[src/rtl/wavetable_sample_reader_if.sv]
// wavetable_sample_reader_if: Avalon-MM read port toward the sample RAM plus the valid/ready sample stream.
interface wavetable_sample_reader_if #(
   parameter int ADDR_W = 17,
   parameter int DATA_W = 16
);
   logic [ADDR_W-1:0] avm_address;
   logic              avm_chipselect;
   logic              avm_read;
   logic              avm_write;
   logic [1:0]        avm_byteenable;
   logic              avm_clken;
   logic [DATA_W-1:0] avm_readdata;
   logic [DATA_W-1:0] sample_data;
   logic              sample_valid;
   logic              sample_ready;
   modport master (
      output avm_address, avm_chipselect, avm_read, avm_write, avm_byteenable, avm_clken,
      input  avm_readdata,
      output sample_data, sample_valid,
      input  sample_ready
   );
   modport slave (
      input  avm_address, avm_chipselect, avm_read, avm_write, avm_byteenable, avm_clken,
      output avm_readdata,
      input  sample_data, sample_valid,
      output sample_ready
   );
endinterface

[src/rtl/wavetable_sample_reader.sv]
// wavetable_sample_reader: per-tick phase accumulator, Avalon-MM table read, one signed sample on a valid/ready stream.
// Define WAVETABLE_LINEAR_INTERP_EN to read idx and idx+1 and interpolate linearly on the phase fraction.
module wavetable_sample_reader #(
   parameter int ADDR_W       = 17,
   parameter int DATA_W       = 16,
   parameter int TABLE_AW     = 10,
   parameter int PHASE_W      = 32,
   parameter int FRAC_W       = 8,
   parameter int READ_LATENCY = 1
) (
   input  logic               clk,
   input  logic               reset,
   input  logic               enable,
   input  logic               sample_tick,
   input  logic [PHASE_W-1:0] tuning_word,
   input  logic [ADDR_W-1:0]  table_base,
   output logic               overrun,
   input  logic               overrun_clr,
   wavetable_sample_reader_if.master bus
);
   localparam int WCW = READ_LATENCY > 2 ? $clog2(READ_LATENCY - 1) : 1;
   typedef enum logic [2:0] {IDLE, ISSUE, ISSUE1, WAIT, CAPTURE, MUL, OUT} state_t;
   state_t              state_q, state_d;
   logic [PHASE_W-1:0]  phase_q, phase_d;
   logic [TABLE_AW-1:0] idx_q, idx_d, addr_idx;
   logic [WCW-1:0]      wcnt_q, wcnt_d;
   logic [DATA_W-1:0]   sample_data_q, sample_data_d;
   logic                overrun_q, overrun_d;
   logic                accept, drop, issuing;
   logic                unused_base;
   assign accept      = state_q == IDLE && enable && sample_tick;
   assign drop        = state_q != IDLE && enable && sample_tick;
   assign issuing     = state_q == ISSUE || state_q == ISSUE1;
   assign unused_base = ^table_base[TABLE_AW-1:0];
   assign addr_idx    = state_q == ISSUE1 ? idx_q + 1'b1 : idx_q;
   assign bus.avm_address    = issuing ? {table_base[ADDR_W-1:TABLE_AW], addr_idx} : '0;
   assign bus.avm_chipselect = issuing;
   assign bus.avm_read       = issuing;
   assign bus.avm_write      = 1'b0;
   assign bus.avm_byteenable = 2'b11;
   assign bus.avm_clken      = 1'b1;
   assign bus.sample_data    = sample_data_q;
   assign bus.sample_valid   = state_q == OUT;
   assign overrun            = overrun_q;
`ifdef WAVETABLE_LINEAR_INTERP_EN
   logic [FRAC_W-1:0]                frac_q, frac_d;
   logic [DATA_W-1:0]                rd_prev_q, rd_prev_d;
   logic signed [DATA_W-1:0]         s0_q, s0_d;
   logic signed [DATA_W+FRAC_W+1:0]  prod_q, prod_d;
   logic signed [DATA_W:0]           diff;
   // s1 is on readdata in CAPTURE; s0 arrived the cycle before and sits in rd_prev_q
   assign diff = $signed({bus.avm_readdata[DATA_W-1], bus.avm_readdata}) - $signed({rd_prev_q[DATA_W-1], rd_prev_q});
   always_comb begin
      frac_d    = accept ? phase_q[PHASE_W-TABLE_AW-1 -: FRAC_W] : frac_q;
      rd_prev_d = bus.avm_readdata;
      s0_d      = state_q == CAPTURE ? $signed(rd_prev_q) : s0_q;
      prod_d    = state_q == CAPTURE ? diff * $signed({1'b0, frac_q}) : prod_q;
   end
   always_ff @(posedge clk or posedge reset)
      if (reset) begin
         frac_q    <= '0;
         rd_prev_q <= '0;
         s0_q      <= '0;
         prod_q    <= '0;
      end else begin
         frac_q    <= frac_d;
         rd_prev_q <= rd_prev_d;
         s0_q      <= s0_d;
         prod_q    <= prod_d;
      end
`endif
   always_comb begin
      state_d       = state_q;
      phase_d       = phase_q;
      idx_d         = idx_q;
      wcnt_d        = '0;
      sample_data_d = sample_data_q;
      overrun_d     = drop | (overrun_q & ~overrun_clr);
      case (state_q)
         IDLE: if (accept) begin
            state_d = ISSUE;
            idx_d   = phase_q[PHASE_W-1 -: TABLE_AW];
            phase_d = phase_q + tuning_word;
         end
`ifdef WAVETABLE_LINEAR_INTERP_EN
         ISSUE:   state_d = ISSUE1;
         ISSUE1:  state_d = READ_LATENCY > 1 ? WAIT : CAPTURE;
         CAPTURE: state_d = MUL;
         MUL: begin
            state_d       = OUT;
            sample_data_d = DATA_W'(s0_q + (prod_q >>> FRAC_W));
         end
`else
         ISSUE:   state_d = READ_LATENCY > 1 ? WAIT : CAPTURE;
         CAPTURE: begin
            state_d       = OUT;
            sample_data_d = bus.avm_readdata;
         end
`endif
         WAIT: begin
            wcnt_d  = wcnt_q + 1'b1;
            state_d = wcnt_q == WCW'(READ_LATENCY - 2) ? CAPTURE : WAIT;
         end
         OUT:     state_d = bus.sample_ready ? IDLE : OUT;
         default: state_d = IDLE;
      endcase
   end
   always_ff @(posedge clk or posedge reset)
      if (reset) begin
         state_q       <= IDLE;
         phase_q       <= '0;
         idx_q         <= '0;
         wcnt_q        <= '0;
         sample_data_q <= '0;
         overrun_q     <= 1'b0;
      end else begin
         state_q       <= state_d;
         phase_q       <= phase_d;
         idx_q         <= idx_d;
         wcnt_q        <= wcnt_d;
         sample_data_q <= sample_data_d;
         overrun_q     <= overrun_d;
      end
endmodule
[src/flat_wrapper.sv]
// flat-port wrapper written by rule: the top's interface ports become plain ports
module wavetable_sample_reader_flat 
#(
   parameter int ADDR_W       = 17,
   parameter int DATA_W       = 16,
   parameter int TABLE_AW     = 10,
   parameter int PHASE_W      = 32,
   parameter int FRAC_W       = 8,
   parameter int READ_LATENCY = 1
)
  (clk, reset, enable, sample_tick, tuning_word, table_base, overrun, overrun_clr, bus_avm_address, bus_avm_chipselect, bus_avm_read, bus_avm_write, bus_avm_byteenable, bus_avm_clken, bus_avm_readdata, bus_sample_data, bus_sample_valid, bus_sample_ready);
  wavetable_sample_reader_if #(.ADDR_W(ADDR_W), .DATA_W(DATA_W)) bus_i ();
  input  logic clk;
  input  logic reset;
  input  logic enable;
  input  logic sample_tick;
  input  logic [PHASE_W-1:0] tuning_word;
  input  logic [ADDR_W-1:0] table_base;
  output logic overrun;
  input  logic overrun_clr;
  output wire logic [$bits(bus_i.avm_address)-1:0] bus_avm_address;
  output wire logic [$bits(bus_i.avm_chipselect)-1:0] bus_avm_chipselect;
  output wire logic [$bits(bus_i.avm_read)-1:0] bus_avm_read;
  output wire logic [$bits(bus_i.avm_write)-1:0] bus_avm_write;
  output wire logic [$bits(bus_i.avm_byteenable)-1:0] bus_avm_byteenable;
  output wire logic [$bits(bus_i.avm_clken)-1:0] bus_avm_clken;
  input wire logic [$bits(bus_i.avm_readdata)-1:0] bus_avm_readdata;
  output wire logic [$bits(bus_i.sample_data)-1:0] bus_sample_data;
  output wire logic [$bits(bus_i.sample_valid)-1:0] bus_sample_valid;
  input wire logic [$bits(bus_i.sample_ready)-1:0] bus_sample_ready;
  assign bus_avm_address = bus_i.avm_address;
  assign bus_avm_chipselect = bus_i.avm_chipselect;
  assign bus_avm_read = bus_i.avm_read;
  assign bus_avm_write = bus_i.avm_write;
  assign bus_avm_byteenable = bus_i.avm_byteenable;
  assign bus_avm_clken = bus_i.avm_clken;
  assign bus_i.avm_readdata = bus_avm_readdata;
  assign bus_sample_data = bus_i.sample_data;
  assign bus_sample_valid = bus_i.sample_valid;
  assign bus_i.sample_ready = bus_sample_ready;
  wavetable_sample_reader #(.ADDR_W(ADDR_W), .DATA_W(DATA_W), .TABLE_AW(TABLE_AW), .PHASE_W(PHASE_W), .FRAC_W(FRAC_W), .READ_LATENCY(READ_LATENCY)) u_core (.clk(clk), .reset(reset), .enable(enable), .sample_tick(sample_tick), .tuning_word(tuning_word), .table_base(table_base), .overrun(overrun), .overrun_clr(overrun_clr), .bus(bus_i));
endmodule
[config.mk]
export PLATFORM = sky130hd
export DESIGN_NAME = wavetable_sample_reader_flat
export DESIGN_NICKNAME = d
export VERILOG_FILES = /design/src/rtl/wavetable_sample_reader_if.sv /design/src/rtl/wavetable_sample_reader.sv /design/src/flat_wrapper.sv
export SDC_FILE = /design/constraint.sdc
export NUM_CORES = 1
export LEC_CHECK = 0
export ABC_AREA = 1
export CORE_UTILIZATION = 25
export CTS_CLUSTER_DIAMETER = 60
export DETAILED_ROUTE_END_ITERATION = 7
export SYNTH_ARGS = -nofsm -noshare
export SYNTH_HDL_FRONTEND = slang
export SYNTH_SLANG_ARGS = --single-unit
[constraint.sdc]
create_clock -name clk -period 2.5 [get_ports clk]
set_input_delay 0.5 -clock clk [delete_from_list [all_inputs] [get_ports clk]]
set_output_delay 0.5 -clock clk [all_outputs]
set_load 0.02 [all_outputs]
==> results_dict.tcl, run 1 <==
set metrics [dict create \
    multiInputGateArea_um2 2970 \
    grt_max_degree 40 \
    dieArea_um2 21200 \
    whs_endpoint "u_core.wcnt_q" \
    powerDensity_nw_per_um2 1120 \
    synth.most_common_cell "nand2_1" \
    yosysWarnings 0 \
    p_leak_nw 3.61 \
    cts_tree "yes" \
    nets 989 \
    port_buffers 97 \
    grt_pass1_wl_um 23600 \
    hold_depth 1 \
    synth_common_cells "nand2_1, inv_1, dfrtp_1" \
    antenna_cells 0 \
    rr_endpoint "u_core.phase_q[20]" \
    drive_gt1_share_pct 11.7 \
    setup_violations 0 \
    cts_max_path_buffers 2 \
    wl_per_cell_um 11.9 \
    slowest_stage "dfrtp_1" \
    num_vias 4888 \
    synth_area_um2 5160 \
    hold_viol_final 0 \
    cts_made_buffers 9 \
    synth-edff-count 0 \
    place_ws_ns 0.0407 \
    critPathRequiredTime_ns 2.00 \
    rr_worst_depth 10 \
    synth_top_area_share_pct 30.6 \
    timing.final.crit_share_pct 95.0 \
    clk_pin_slew_worst_paths_ns 0.06 \
    dpl.hpwl_um 11000 \
    synth_area_leader_cell "dfrtp_1" \
    slowest_delay_ns 0.39 \
    start_kind "flop" \
    finalSetupTns_ns 0 \
    r2r-start "u_core.phase_q[0]" \
    cts.sinks 63 \
    fmax_mhz 421 \
    final_cell_count_no_fill 1160 \
    ys_top_cells_by_area "dfrtp_1, nand2_1, inv_1, ha_1, nand3_1" \
    worst-path-max-fanout 3 \
    cts_hold_buffers 0 \
    die_h_um 146 \
    die_w_um 146 \
    wl_um 13800 \
    layout_setup_ws_ns 0.125 \
    drt-vias-per-instance 4.21 \
    cap_violations 0 \
    seqCellArea_um2 1580 \
    vdd_drop_max_mv 0.411 \
    drt_first_pass_iters 5 \
    grt_pass1_vias 4933 \
    drt_iter0_markers 238 \
    grt_overflow 0 \
    num_rows 52 \
    core_area_um2 20200 \
    critPathCaptureType "output port" \
    totalPowerFinal_mw 7.57 \
    place.gp.congestion 0.856 \
    min_period_ns 2.37 \
    synth_cells 776 \
    synth_area_per_cell_um2 6.65 \
    num_io_pins 112 \
    ys_ff_latch 63 \
    path_cells "ha_1 > inv_1 > nor3_1 > nand4_1 > xor2_1 > nand2_1 > a21oi_1 > clkbuf_2" \
    status "completed" \
    start_util_pct 25.5 \
    worst-setup-path-type "reg2out" \
    ys_async_sr_fraction_pct 100 \
    synth_cell_type_count 35 \
    worstPathArrival_ns 1.87 \
    worstHoldStart "u_core.wcnt_q" \
    dp_cells 1141 \
    area_delta_synth_final_pct 30.7 \
    skew_ns 0.00979 \
    htree_levels 3 \
    hold_class "reg2reg" \
    synth_ff_type "dfrtp_1" \
    insertion_delay_ns 0.34 \
    final_core_util_pct 33.3 \
    regToRegSetupSlack_ns 0.58 \
    ant_nets 0 \
    drc 0 \
    fillCellCount 2168 \
    root_buffer "clkbuf_16" \
    antenna_found_initial 0 \
    final_max_slew_viol_count 0 \
    grt.total_usage_pct 13.9 \
    seq_area_frac_synth_pct 30.6 \
]
registers in the layout (all words and copies together), names as in the netlist:
register                flops
u_core.wcnt_q               1
u_core.state_q              3
u_core.bus.sample_data     16
u_core.phase_q             32
u_core.overrun              1
u_core.idx_q               10
what timing repair did:
item / in CTS / in global routing
pin swaps: 0 / 1
setup buffers: 0 / 3
resized for setup: 18 / 19
endpoints found under the setup margin: 17 / 8
cloned: 0 / 0
cells by family after synthesis:
kind of cell / after synthesis / share of synthesized area [%]
adder cells (fa/ha/maj): 33 / 8.15
multiplexers: 16 / 3.49
AND/OR/NAND/NOR: 421 / 35.7
XOR/XNOR: 17 / 2.89
buffers and inverters: 156 / 12.1
AO/OA/AOI/OAI: 68 / 6.94
other: 2 / 0.146
flip-flops: 63 / 30.6
final cells by class:
| cell class | instances | area share [%] |
|---|---|---|
| clock buffer | 9 | 3.34 |
| multi-input combinational | 559 | 44.0 |
| timing repair buffer | 112 | 15.7 |
| sequential | 63 | 23.4 |
| clock inverter | 7 | 0.742 |
| tap | 270 | 5.01 |
| inverter | 140 | 7.79 |
cells in the final DEF (no fill, tap or decap), types with 8 or more instances in the layout:
cell,instances
a21oi_1,29
buf_4,14
clkbuf_16,9
clkdlybuf4s50_1,78
dfrtp_1,63
dlygate4sd2_1,10
ha_1,32
inv_1,130
inv_2,9
mux2_2,16
nand2_1,275
nand2_2,20
nand3_1,44
nand3_2,8
nor2_1,48
o21ai_0,21
o21ai_1,12
xnor2_1,15
through the flow:
stage / hold WS, ns / area, um2
global placement: 0.434 / 6480
floorplan: 0.416 / 5170
finish: 0.446 / 6740
global route: 0.482 / 6740
CTS: 0.450 / 6730
detailed placement: 0.442 / 6480
where the power goes:
part	switching (mW)	total [mW]	internal [mW]
clock	0.522	1.19	0.671
sequential	0.306	1.80	1.49
combinational	2.73	4.58	1.85
worst max path at each step:
| stage | startpoint | cells past startpoint | end |
|---|---|---|---|
| floorplan | reset | 1 | u_core.bus.sample_data[0] |
| global placement | tuning_word[0] | 11 | u_core.phase_q[20] |
| detailed placement | tuning_word[0] | 11 | u_core.phase_q[20] |
| CTS | u_core.idx_q[0] | 8 | bus_avm_address[8] |
| global route | u_core.state_q[0] | 8 | bus_avm_address[9] |
| finish | u_core.idx_q[0] | 8 | bus_avm_address[8] |
worst max-delay path: cells and delay by family (launching register included):
kind                       cells  cell delay, ns
buffers and inverters          2            0.28
AOI/OAI and AO/OA              1            0.16
adders and majority gates      1            0.19
xor gates and xnor gates       1            0.16
and+or+nand+nor                3            0.36
DFF                            1            0.39
routing by layer:
layer / routed length (um) / part of all wire [%] / GRT usage [%] / up-vias
met5: 0 / 0 / 0 / -
met4: 352 / 2.5 / 5.68 / 0
met3: 553 / 4.0 / 2.73 / 22
met2: 6390 / 46 / 22.9 / 94
met1: 6520 / 47 / 17.7 / 2158
li1: - / - / - / 2614
Note: power is estimated with default switching activity, not from simulation.
==> inputs of run 2 (changes only) <==
--- a/config.mk
+++ b/config.mk
@@ -6,6 +6,7 @@
 export NUM_CORES = 1
 export LEC_CHECK = 0
 export ABC_AREA = 1
+export CORE_ASPECT_RATIO = 1.75
 export CORE_UTILIZATION = 25
 export CTS_CLUSTER_DIAMETER = 60
 export DETAILED_ROUTE_END_ITERATION = 7
==> results_dict.tcl, run 2 (synthesis gave the netlist of run 1 again) <==
set metrics [dict create \
    rsz0062_at_grt "true" \
    place.gp.congestion 0.887 \
    num_io_pins 112 \
    rr_worst_depth 10 \
    min_period_ns 2.41 \
    critPathRequiredTime_ns 2.00 \
    drive_gt1_share_pct 12.9 \
    die_h_um 192 \
    cts_made_buffers 9 \
    dpl.hpwl_um 11700 \
    hold_depth 1 \
    htree_levels 3 \
    start_util_pct 25.4 \
    place_ws_ns -0.0828 \
    area_delta_synth_final_pct 31.0 \
    worstHoldStart "u_core.wcnt_q" \
    worstPathArrival_ns 1.91 \
    drt_first_pass_iters 4 \
    p_leak_nw 3.60 \
    critPathCaptureType "output port" \
    vdd_drop_max_mv 0.516 \
    fmax_mhz 415 \
    hold_viol_final 0 \
    clk_pin_slew_worst_paths_ns 0.05 \
    ant_nets 0 \
    skew_ns 0.00735 \
    drt_iter0_markers 200 \
    insertion_delay_ns 0.34 \
    antenna_found_initial 0 \
    worst-setup-path-type "reg2out" \
    root_buffer "clkbuf_16" \
    num_vias 4999 \
    cts.sinks 63 \
    clockPowerShare_pct 16.2 \
    final_core_util_pct 33.3 \
    dieArea_um2 21200 \
    totalPowerFinal_mw 7.73 \
    dp_cells 1126 \
    start_kind "flop" \
    timing.final.crit_share_pct 96.3 \
    combPwrFrac_pct 60.7 \
    largest_reg_flops 32 \
    grt_overflow 0 \
    port_buffers 97 \
    final_area_um2 6760 \
    cp-startpoint "u_core.state_q[2]" \
    switching_share_pct 46.0 \
    num_rows 69 \
    nets 995 \
    core_area_um2 20300 \
    cts_tree "yes" \
    status "completed" \
    layout_common_cells "nand2_1, inv_1, clkdlybuf4s50_1, dfrtp_1, nor2_1" \
    worst-path-max-fanout 5 \
    die_w_um 111 \
    intPower_mw 4.17 \
    powerDensity_nw_per_um2 1140 \
    wl_um 14400 \
    p_sw_mw 3.56 \
    cts_max_path_buffers 2 \
    grt_max_degree 48 \
    drc 0 \
    wl_per_cell_um 12.6 \
    drt-vias-per-instance 4.37 \
    layout_setup_ws_ns 0.0918 \
    hold_class "reg2reg" \
    final_max_slew_viol_count 0 \
    cts_hold_buffers 0 \
    setup_violations 0 \
    grt_pass1_vias 5053 \
    layout_commonest_cell "nand2_1" \
    power_frac_seq_pct 23.1 \
    final_cell_count_no_fill 1144 \
    antenna_cells 0 \
    r2r-start "u_core.phase_q[0]" \
    grt_pass1_wl_um 23700 \
    grt.total_usage_pct 14.3 \
    post_dp_cell_area_um2 6530 \
    largest_register "u_core.phase_q" \
    cap_violations 0 \
]
==> run 2: final cells by class <==
cell class	instances	area [um2]
inverter	140	526
multi-input combinational	559	2960
tap	248	310
timing repair buffer	118	1090
fill	2170	13500
clock buffer	10	229
sequential	63	1580
clock inverter	6	61.3
==> run 2: path summary, 6_finish.rpt <==
check	endpoint	slack, ns
max in group asynchronous	u_core.idx_q[6]	1.46
setup reg to reg	u_core.phase_q[28]	0.44
setup / recovery	bus_avm_address[7]	0.09
min in group asynchronous	u_core.phase_q[1]	0.50
hold / removal	u_core.wcnt_q	0.46
hold reg to reg	u_core.wcnt_q	0.46
==> run 2: per-layer routing <==
layer / global-route usage [%] / vias up / wire length [um]
met4: 9.59 / 0 / 842
met5: 0 / - / 0
met3: 2.46 / 42 / 438
li1: - / 2616 / -
met1: 13.2 / 2241 / 5160
met2: 28.2 / 100 / 7940
==> run 2: power groups by stage <==
stage	Combinational [mW]	Sequential (mW)	Clock, mW
floorplan	3.15	1.92	0
global placement	4.74	1.78	0
detailed placement	4.77	1.80	0
CTS	4.75	1.79	1.30
global route	5.32	1.84	1.34
finish	4.69	1.79	1.25
==> run 2: through the flow <==
step	hold WS (ns)	TNS, ns
after floorplan	0.416	0
after global placement	0.428	-0.134
after detailed placement	0.454	-0.219
after CTS	0.462	0
after global routing	0.495	-0.0578
final	0.455	0
==> run 2: critical path: stages (launching register included) <==
cell	delay, ns
dfrtp_1	0.37
inv_1	0.13
nand3_4	0.12
nor2_2	0.12
nand3_1	0.12
inv_1	0.10
nand3_1	0.09
o21ai_0	0.16
a21oi_1	0.05
dlygate4sd2_1	0.32
==> run 2: what timing repair did <==
item / 4_1_cts / 5_1_grt
pin swaps: 0 / 1
resized for setup: 18 / 31
setup endpoints to repair: 17 / 17
buffers inserted: 0 / 2
endpoints found under the hold margin: 0 / 0
cloned: 0 / 0
